<file path="src/rtl/instruction_fetch.sv">
// Instruction fetch stage: programmable instruction memory plus program counter,
// presenting one registered instruction per cycle to the control unit.
module instruction_fetch #(
  parameter int          INSTR_WIDTH = 16,
  parameter int          ADDR_WIDTH  = 8,
  parameter logic [2:0]  HALT_OPCODE = 3'b111
) (
  input  logic                   clk,
  input  logic                   reset,
  input  logic                   start,
  input  logic                   prog_we,
  input  logic [ADDR_WIDTH-1:0]  prog_addr,
  input  logic [INSTR_WIDTH-1:0] prog_data,
  input  logic                   stall,
  input  logic                   jump,
  input  logic [ADDR_WIDTH-1:0]  jump_target,
  output logic [INSTR_WIDTH-1:0] instr,
  output logic [ADDR_WIDTH-1:0]  instr_pc,
  output logic [2:0]             control_opcode,
  output logic                   instr_valid,
  output logic                   busy,
  output logic                   halted,
  output logic [1:0]             dbg_state
);

  typedef enum logic [1:0] {
    IDLE   = 2'd0,
    FETCH  = 2'd1,
    HALTED = 2'd2
  } state_t;

  localparam int DEPTH = 1 << ADDR_WIDTH;

  state_t                 state, state_next;
  logic [ADDR_WIDTH-1:0]  pc, pc_next;
  logic [INSTR_WIDTH-1:0] instr_next;
  logic [ADDR_WIDTH-1:0]  instr_pc_next;
  logic                   valid_next;
  logic                   mem_we;

  // Memory has no reset so a loaded program survives reset.
  logic [INSTR_WIDTH-1:0] mem [0:DEPTH-1];

  always_ff @(posedge clk) begin
    if (mem_we) mem[prog_addr] <= prog_data;
  end

  always_ff @(posedge clk) begin
    if (reset) begin
      state       <= IDLE;
      pc          <= '0;
      instr       <= '0;
      instr_pc    <= '0;
      instr_valid <= 1'b0;
    end else begin
      state       <= state_next;
      pc          <= pc_next;
      instr       <= instr_next;
      instr_pc    <= instr_pc_next;
      instr_valid <= valid_next;
    end
  end

  always_comb begin
    state_next    = state;
    pc_next       = pc;
    instr_next    = instr;
    instr_pc_next = instr_pc;
    valid_next    = instr_valid;
    mem_we        = 1'b0;
    case (state)
      IDLE: begin
        mem_we = prog_we && !reset;
        if (start) begin
          state_next = FETCH;
          pc_next    = '0;
        end
      end
      FETCH: begin
        if (!stall) begin
          if (instr_valid && control_opcode == HALT_OPCODE) begin
            state_next = HALTED;
            valid_next = 1'b0;
          end else if (instr_valid && jump) begin
            // Squash the sequential word: one bubble, then fetch the target.
            pc_next    = jump_target;
            valid_next = 1'b0;
          end else begin
            instr_next    = mem[pc];
            instr_pc_next = pc;
            valid_next    = 1'b1;
            pc_next       = pc + {{(ADDR_WIDTH-1){1'b0}}, 1'b1};
          end
        end
      end
      default: ;
    endcase
  end

  assign control_opcode = instr[INSTR_WIDTH-1 -: 3];
  assign busy           = (state == FETCH);
  assign halted         = (state == HALTED);
  assign dbg_state      = state;

endmodule

</file>
<file path="config.mk">
export PLATFORM = sky130hd
export DESIGN_NAME = instruction_fetch
export DESIGN_NICKNAME = d
export VERILOG_FILES = /design/src/rtl/instruction_fetch.sv
export SDC_FILE = /design/constraint.sdc
export NUM_CORES = 2
export LEC_CHECK = 0
export ABC_CLOCK_PERIOD_IN_PS = 2950
export BUFFER_PORTS_ARGS = -buffer_cell sky130_fd_sc_hd__buf_2
export CAP_MARGIN = 20
export CORE_ASPECT_RATIO = 1.5
export CORE_MARGIN = 2
export CORE_UTILIZATION = 55
export CTS_CLUSTER_DIAMETER = 120
export DETAILED_ROUTE_END_ITERATION = 10
export MAX_ROUTING_LAYER = met4
export PLACE_DENSITY = 0.73
export SETUP_SLACK_MARGIN = 0.3
export SYNTH_ARGS = -nofsm -noshare
export SYNTH_HDL_FRONTEND = slang
export SYNTH_SLANG_ARGS = --single-unit
</file>
<file path="constraint.sdc">
create_clock -name clk -period 2.95 [get_ports clk]
set_input_delay 0.4425 -clock clk [delete_from_list [all_inputs] [get_ports clk]]
set_output_delay 0.4425 -clock clk [all_outputs]
set_load 0.02 [all_outputs]
</file>
==> summary.md <==
| Metric | Value |
|---|---|
| Outcome | finished, violations left |
| Failing checks | negative hold slack, negative setup slack |
| Worst R2R Setup Slack | -400 ps |
| Port-buffer cells | 69 |
| Initial antenna violation count | 35 |
| Max_slew headroom | 12.6% |
| Ports | 70 |
| Fin worst setup slack | -399 ps |
| Largest net degree at the start of global routing | 103 |
| Total Routing Usage GR | 33.9% |
| Final core occ | 66.0% |
| Comb pwr share | 4.9% |
| Switch share | 20.7% |
| CP Cell Sequence | buf_4 > buf_16 > buf_16 > nand3b_2 > buf_6 > o22ai_1 > o21ai_1 > a2bb2oi_1 > buf_4 > o211ai_1 > a21oi_2 > buf_4 > a221o_1 |
| Post-layout minimum cycle time | 3350 ps |
| Main synth FF type | edfxtp_1 |
| Starting Density | 55.2% |
| Die height | 664 um |
| PD cells | 623 nW/um2 |
| Clock Power Share | 40.8% |
| Die footprint | 295000 um2 |
| Total negative slack | -5280 ps |
| Switch Pwr | 24600 uW |
| DRT Wirelength | 488 mm |
| Arr. time, crit path | 4180 ps |
| Inserted Clock Buffers | 358 |
| Fmax | 299 MHz |
| Total grt overflow | 0 |
| WL/cell | 38.6 um |
| DRT antenna net count | 0 |
| Nets | 8584 |
| CTS Root Cell | clkbuf_16 |
| Hold WC Path Type | primary input to flop |
| RSZ-0062 raised after global routing | true |
| Routed via count | 86739 |
| Number of synthesized flops with an enable pin | 4096 |
| Clk_skew | 53.9 ps |
| Synth-to-Final Area Change | 19.5% |
| FF+latch count, synth | 4131 |
| Crit path capture type | flop |
| Iteration-0 DRC Markers | 13755 |
| Cell internal pwr | 94200 uW |
| Number of global-route vias before repair | 86007 |
| Vias per cell | 6.86 |
| Critical path's largest stage delay | 510 ps |
| Placed insts | 11830 |
| Mapped Cells | 7261 |
| Row cnt | 242 |
| Flop pwr share | 54.3% |
| Mapped cell area | 160000 um2 |
| Slowest-stage cell, CP | o211ai_1 |
| MaxCap Viol Count | 0 |
| Area contributors post-synth | edfxtp_1, mux4_2, mux2i_1 |
| CP bufs+invs | 6 |
| Placeable Area | 289000 um2 |
| Sequential cell area fraction in the yosys report | 77.5% |
| Final hold viol count | 1 |
| Worst skew pair latency | 960 ps |
| Fraction of layout cells with a size suffix above 1 | 36.6% |
| Final Max Slew Viols | 0 |
| Top cell type's share of synthesized area | 77.1% |
| GPL Wtd Cong | 0.999 |
| CTS clk-pin slew, worst paths | 70 ps |
| DPL Wire Length | 307 mm |
| CTS Buffer Depth | 4 |
| Synth Warn # | 0 |
| Crit path max fanout | 11 |
| WP data required | 3780 ps |
| Fin cells | 12648 |
| Initial DRT Pass Iterations | 8 |
| CTS Sinks | 4131 |
| Avg Inst Size Synth | 22.0 um2 |
| CTS tree | built |
| Tot Pwr | 119000 uW |
| Critical setup path kind | flop to flop |
| Final setup vio count | 16 |
| Async SR Flop Fraction | 0% |
| Critical Path Most Common Cell | buf_4 |
| Critical path's top delay family | compound AO/OA/AOI/OAI gates |
| Die W | 444 um |
| Tcrit/Tclk final | 114% |
| Leakage | 0.0602 uW |
| VDD IR max | 0.000503 V |
| Hold Slack | -0.0262 ps |
| Pre-CTS WS | -958 ps |
| Synth area leader | edfxtp_1 |
| Cell variety after synth | 86 |
| Crit path launch type | flop |
| First-pass GRT wire length | 672 mm |
| Residual DRC | 0 |
| Least-Margin Pin Slew | 1300 ps |
| Synth Net Count | 7300 |
| H-tree levels | 5 |
routing by layer:
metal | up-vias | track usage (%) | routed length (um)
li1 | 33311 | - | -
met1 | 44966 | 39.6 | 153000
met2 | 6851 | 53.3 | 237000
met3 | 1611 | 7.69 | 58300
met4 | 0 | 21.8 | 40800
met5 | - | - | 0
final cells by class:
class / count / area (um2)
Tap cell: 3782 / 4730
Multi-Input combinational cell: 2682 / 34700
Sequential cell: 4131 / 124000
Antenna cell: 34 / 85.1
Inverter: 12 / 68.8
Clock inverter: 224 / 2490
Clock buffer: 423 / 9380
Fill cell: 17465 / 98400
Timing Repair Buffer: 1360 / 15600
flip-flops by register name, summed over array words and instances (netlist names):
| register | cells |
|---|---|
| instr | 16 |
| mem | 4096 |
| pc | 8 |
| dbg_state | 2 |
| instr_pc | 8 |
| instr_valid | 1 |
worst paths after layout:
check	from	endpoint	cells past startpoint
min	prog_data[1]	mem[146][1]	1
max	pc[0]	instr[12]	13
min reg2reg	instr_pc[1]	instr_pc[1]	2
max reg2reg	pc[0]	instr[12]	13
cells by family (layout without fill, tap and decap cells):
group / after synthesis / in the layout / share of synthesized area [%]
multiplexers: 1327 / 1327 / 16.1
AO/OA/AOI/OAI: 604 / 604 / 2.70
other: 0 / 34 / 0
XOR/XNOR: 3 / 3 / 0.0165
flip-flops: 4131 / 4131 / 77.5
buffers and inverters: 448 / 2019 / 1.67
AND/OR/NAND/NOR: 747 / 747 / 1.99
adder cells (fa/ha/maj): 1 / 1 / 0.00784
metrics by stage:
stage / instance area, um2 / hold WS [ps]
floorplan: 160000 / 535
detailed placement: 176000 / 451
CTS: 190000 / 5.95
global route: 191000 / 19.8
finish: 191000 / -0.0262
global placement: 176000 / 446
cell usage in the layout, fill, tap and decap left out, types with 50 or more instances in the layout:
cell type,n
edfxtp_1,4096
mux4_2,980
buf_4,839
clkbuf_16,370
buf_12,364
mux2i_1,295
nand2_1,219
nor2_2,181
nor2_1,160
a21oi_1,100
clkinv_1,69
clkinv_2,67
o22ai_1,64
o21ai_0,56
clkbuf_1,54
buf_2,53
bufinv_16,51
a221oi_1,50
cells in the mapped netlist, drive strengths merged (4+ instances only):
cell type,instances
edfxtp,4096
mux4,985
nor2,349
mux2i,306
buf,269
nand2,228
clkbuf,167
a21oi,108
o21ai,76
o22ai,68
a221oi,63
nand3,49
a22oi,48
a211oi,43
o221ai,43
mux2,36
dfxtp,35
nor2b,26
nor3,26
a2111oi,19
o211ai,19
nand4,14
o2111ai,13
a31oi,12
and2,11
o31ai,11
a22o,10
inv,9
nand2b,9
a21o,8
a222oi,8
nor4,8
a211o,6
a221o,6
and3,6
nand3b,6
o41ai,5
a311oi,4
a32o,4
power by group through the flow:
stage          Sequential [uW]  Combinational, uW  Clock (uW)
2_1_floorplan            65800               2490           0
3_3_place_gp             65800               5030           0
3_5_place_dp             65800               5160           0
4_1_cts                  64500               5500       48600
5_1_grt                  64500               5930       50500
6_report                 64500               5800       48400
timing repair:
item | in CTS | in global routing
endpoints found under the hold margin | 13 | 0
setup endpoints to repair | 16 | 18
gates resized for setup | 191 | 83
hold buffers | 11 | 0
setup buffers | 60 | 52
pin swaps | 35 | 33
gates cloned | 7 | 6
No activity file was read; power rests on OpenSTA's default activity.
